### src/rtl/branch_resolver.sv
// branch_resolver: drives a 2-bit branch predictor and tracks outstanding predictions until execute resolves them
module branch_resolver #(
  parameter int DEPTH = 4,
  parameter int CNT_W = 16
) (
  input  logic                     clk,
  input  logic                     reset,
  input  logic                     branch_valid,
  output logic                     branch_ready,
  output logic                     fetch_pred_valid,
  output logic                     fetch_pred_taken,
  input  logic                     outcome_valid,
  input  logic                     outcome_taken,
  output logic                     outcome_ready,
  output logic                     mispredict,
  output logic                     pred_request,
  output logic                     pred_result,
  output logic                     pred_taken,
  input  logic                     pred_prediction,
  output logic [$clog2(DEPTH):0]   inflight,
  output logic [CNT_W-1:0]         branch_count,
  output logic [CNT_W-1:0]         mispredict_count
);
  localparam int AW = $clog2(DEPTH);
  typedef enum logic [1:0] {IDLE, REQ, WAIT, RESOLVE} state_t;
  state_t state, state_next;
  logic [DEPTH-1:0] fifo;
  logic [AW-1:0] rd_ptr, wr_ptr;
  logic empty, full, take_branch, take_outcome;
  assign empty = inflight == '0;
  assign full = inflight == (AW+1)'(DEPTH);
  always_ff @(posedge clk) state <= reset ? IDLE : state_next;
  always_comb begin
    state_next = state == REQ ? WAIT :
                 state != IDLE ? IDLE :
                 take_outcome ? RESOLVE :
                 take_branch ? REQ : IDLE;
  end
  // an outcome wins over a new branch when both arrive in the same idle cycle
  always_comb begin
    outcome_ready = state == IDLE && !empty;
    branch_ready = state == IDLE && !full && !(outcome_valid && !empty);
    take_outcome = outcome_valid && outcome_ready;
    take_branch = branch_valid && branch_ready;
  end
  always_ff @(posedge clk) begin
    if (reset) begin
      pred_request <= 1'b0;
      pred_result <= 1'b0;
      pred_taken <= 1'b0;
      mispredict <= 1'b0;
      fetch_pred_valid <= 1'b0;
      fetch_pred_taken <= 1'b0;
      fifo <= '0;
      rd_ptr <= '0;
      wr_ptr <= '0;
      inflight <= '0;
      branch_count <= '0;
      mispredict_count <= '0;
    end else begin
      pred_request <= take_branch;
      pred_result <= take_outcome;
      pred_taken <= take_outcome && outcome_taken;
      mispredict <= take_outcome && (fifo[rd_ptr] != outcome_taken);
      fetch_pred_valid <= state == WAIT;
      fetch_pred_taken <= state == WAIT && pred_prediction;
      if (state == WAIT) begin
        fifo[wr_ptr] <= pred_prediction;
        wr_ptr <= wr_ptr + 1'b1;
        inflight <= inflight + 1'b1;
        branch_count <= branch_count + CNT_W'(branch_count != '1);
      end
      if (state == RESOLVE) begin
        rd_ptr <= rd_ptr + 1'b1;
        inflight <= inflight - 1'b1;
        mispredict_count <= mispredict_count + CNT_W'(mispredict && mispredict_count != '1);
      end
    end
  end
endmodule

### config.mk
export PLATFORM = sky130hd
export DESIGN_NAME = branch_resolver
export DESIGN_NICKNAME = d
export VERILOG_FILES = /design/src/rtl/branch_resolver.sv
export SDC_FILE = /design/constraint.sdc
export NUM_CORES = 1
export LEC_CHECK = 0
export ABC_AREA = 1
export CORE_MARGIN = 1.5
export CORE_UTILIZATION = 50
export DETAILED_ROUTE_END_ITERATION = 8
export MAX_ROUTING_LAYER = met4
export PLACE_DENSITY = 0.74
export SETUP_SLACK_MARGIN = 0.15
export SKIP_LAST_GASP = 1
export SLEW_MARGIN = 15
export SYNTH_ARGS = -nofsm -noshare
export SYNTH_HDL_FRONTEND = slang
export SYNTH_SLANG_ARGS = --single-unit
### constraint.sdc
create_clock -name clk -period 2.7 [get_ports clk]
set_clock_uncertainty 0.05 [all_clocks]
set_input_delay 0.54 -clock clk [delete_from_list [all_inputs] [get_ports clk]]
set_output_delay 0.54 -clock clk [all_outputs]
set_load 0.1 [all_outputs]
==> flow_summary.json <==
{
  "cts_buffers": 5,
  "max-clock-path-buffers": 2,
  "nets": 430,
  "grt_pass1_vias": 2054,
  "rows": 25,
  "seqPwrFrac_pct": 38.8,
  "drt_first_iter_violations": 82,
  "grt_antenna_before_repair": 0,
  "synthSimpleGateAreaFrac_pct": 33.1,
  "yosysTopAreaCell": "dfxtp_1",
  "synth_nets": 381,
  "ios": 49,
  "cp.arrival_ns": 2.26,
  "postCtsSetupBuffers": 0,
  "syn_avg_cell_area_um2": 6.95,
  "first_pass_iters": 4,
  "p_int_mw": 1.33,
  "dp_hpwl_um": 3920,
  "tritoncts": "done",
  "comb_power_share_pct": 37.0,
  "drive_above_1_share_pct": 19.5,
  "synthesis.instances": 365,
  "pwr-share-clk_pct": 24.2,
  "period_share_pct": 78.2,
  "post-route-util_pct": 64.4,
  "area_delta_synth_final_pct": 22.2,
  "final_hold_viol_count": 0,
  "clk_pin_slew_worst_paths_ns": 0.09,
  "synth_seq_cells": 51,
  "power_density_nw_per_um2": 725,
  "synth_area_um2": 2540,
  "vias_per_cell": 4.81,
  "wire_per_inst_um": 10.8,
  "rsz0062_at_grt": "false",
  "drt-total-wl_um": 5190,
  "vias": 2320,
  "clock_latency_ns": 0.30,
  "coreArea_um2": 4820,
  "grt_max_degree": 27,
  "peakVddDrop_mv": 0.489,
  "startpoint_type": "flip-flop",
  "slew_violations": 0,
  "fill_cells": 464,
  "drv_cap": 0,
  "yosys.area_share.adder_pct": 5.23,
  "globalplace.congestion": 0.845,
  "synthDistinctLibCells": 33,
  "p_sw_mw": 0.922,
  "synth_xor_area_share_pct": 0.691,
  "synth_warnings": 0,
  "worstPathRequired_ns": 2.85,
  "dieWidth_um": 74.2,
  "cts_root_buf": "clkbuf_8",
  "p_total_mw": 2.25,
  "ys_seq_area_share_pct": 40.3,
  "netlist.area_leader.share_pct": 40.3,
  "grt_usage_pct": 20.6,
  "finalSetupViolCount": 0,
  "synth_compound_area_share_pct": 12.0,
  "ant_nets": 0,
  "diodes": 0,
  "setup_tns_ns": 0,
  "worstSetupPathType": "flip-flop to flip-flop",
  "worstMarginPinSlew_ns": 0.349,
  "die_area_um2": 5510,
  "grt_remaining_overflow": 0,
  "setup.worst_path.end_class": "flip-flop",
  "min_period_ns": 2.11,
  "htree_num_levels": 2,
  "cp_max_fo": 5,
  "outcome": "complete, no violations",
  "drc_errors": 0,
  "numPortBuffers": 48,
  "synth_mux_area_share_pct": 0,
  "synth_top_family_by_area": "simple AND/OR/NAND/NOR gates",
  "clock_sinks": 51,
  "grt_pass1_wl_um": 8710,
  "swShare_pct": 41.0,
  "p_leak_nw": 1.34,
  "synth_area_leaders": "dfxtp_1, nand2_1, nor2_1",
  "hold_path.class": "flip-flop to flip-flop",
  "relSlewSlack_pct": 76.7,
  "postCtsResizedCells": 0,
  "clock.fmax_ghz": 0.474,
  "start_util_pct": 52.6,
  "cts_hold_buf": 0,
  "die_h_um": 74.2
}
==> cells by family (layout without fill, tap and decap cells) <==
| kind of cell | count (synthesis) | in the layout |
|---|---|---|
| AO/OA/AOI/OAI | 56 | 56 |
| AND/OR/NAND/NOR | 194 | 194 |
| flip-flops | 51 | 51 |
| buffers and inverters | 52 | 102 |
| adder cells (fa/ha/maj) | 10 | 10 |
| XOR/XNOR | 2 | 2 |
==> path summary, 6_finish.rpt <==
path / from / depth (start not counted) / end / slack [ns]
worst max-delay path: mispredict_count[6] / 12 / mispredict_count[4] / 0.59
worst min-delay path: fifo[3] / 2 / fifo[3] / 0.41
worst max register to register: mispredict_count[6] / 12 / mispredict_count[4] / 0.59
worst min register to register: fifo[3] / 2 / fifo[3] / 0.41
==> through the flow <==
step | hold slack, ns | area (um2) | instances | worst slack [ns]
2_1_floorplan | 0.379 | 2550 | 365 | 0.111
3_3_place_gp | 0.392 | 2980 | 474 | 0.598
3_5_place_dp | 0.397 | 2980 | 474 | 0.584
4_1_cts | 0.411 | 3100 | 482 | 0.583
5_1_grt | 0.447 | 3100 | 482 | 0.353
6_report | 0.409 | 3100 | 482 | 0.589
==> cell type report <==
type	instances	area [um2]	area share, %
clock buffers	6	82.6	2.66
inverters	44	165	5.33
flip-flops and latches	51	1030	33.3
well taps	67	83.8	2.70
multi-input cells	262	1300	42.0
repair buffers	50	400	12.9
clock inverters	2	35.0	1.13
==> flip-flops by register name (all words and copies together) (netlist names) <==
register and count:
branch_count 16, fetch_pred_taken 1, fetch_pred_valid 1, fifo 4, inflight 3, mispredict 1, mispredict_count 16, pred_request 1
pred_result 1, pred_taken 1, rd_ptr 2, state 2, wr_ptr 2
==> metal layers <==
metal / up-vias / wire length [um] / track usage, % / part of all wire (%)
li1: 1246 / - / - / -
met1: 1018 / 2470 / 24.6 / 48
met2: 47 / 2450 / 35.0 / 47
met3: 9 / 193 / 4.07 / 3.7
met4: 0 / 68 / 5.86 / 1.3
met5: - / 0 / - / 0
==> Yosys cell counts, drive strengths merged <==
master	number
and2	1
fa	1
clkbuf	2
o211ai	2
xor2	2
a21boi	1
nand2	91
inv	44
nand4	3
nor2	78
and3	1
nand3	15
a21oi	24
ha	9
nor4	1
o21bai	2
buf	6
o21a	1
o21ai	25
nor3	4
o31ai	1
dfxtp	51
==> worst max-delay path: stages, from the launching register on <==
cell and delay, ns:
dfxtp_2 0.37, nand2_1 0.08, nor2_1 0.17, nand2_1 0.15, o21a_1 0.21, ha_1 0.21, ha_1 0.18, inv_1 0.06
nor2_1 0.04, nand2_1 0.14, inv_1 0.11, o21ai_0 0.17, a21oi_1 0.05
==> power by group through the flow <==
| stage | Combinational [mW] | Clock [mW] | Sequential (mW) |
|---|---|---|---|
| after floorplan | 0.438 | 0 | 1.12 |
| after global placement | 0.825 | 0 | 0.889 |
| after detailed placement | 0.837 | 0 | 0.892 |
| after CTS | 0.838 | 0.559 | 0.874 |
| after global routing | 0.892 | 0.589 | 0.882 |
| final | 0.831 | 0.545 | 0.873 |
==> placed cells by master, fill, tap and decap left out, types with 2 or more instances in the layout <==
cell type	netlist	routed
nand2_1	86	86
clkdlybuf4s50_1	0	5
nor3_1	3	3
a21oi_1	24	24
ha_1	9	9
clkbuf_8	0	6
o211ai_1	2	2
xor2_1	2	2
inv_2	4	4
nand4_1	3	3
dfxtp_2	0	9
dfxtp_1	51	42
nand2_4	2	2
nor2_1	72	72
buf_4	0	44
nand3_1	14	14
o21ai_0	23	23
inv_1	40	40
nor2_4	2	2
nand2_2	3	3
o21bai_1	2	2
nor2_2	3	3
Power figures use the tool's default switching activity.
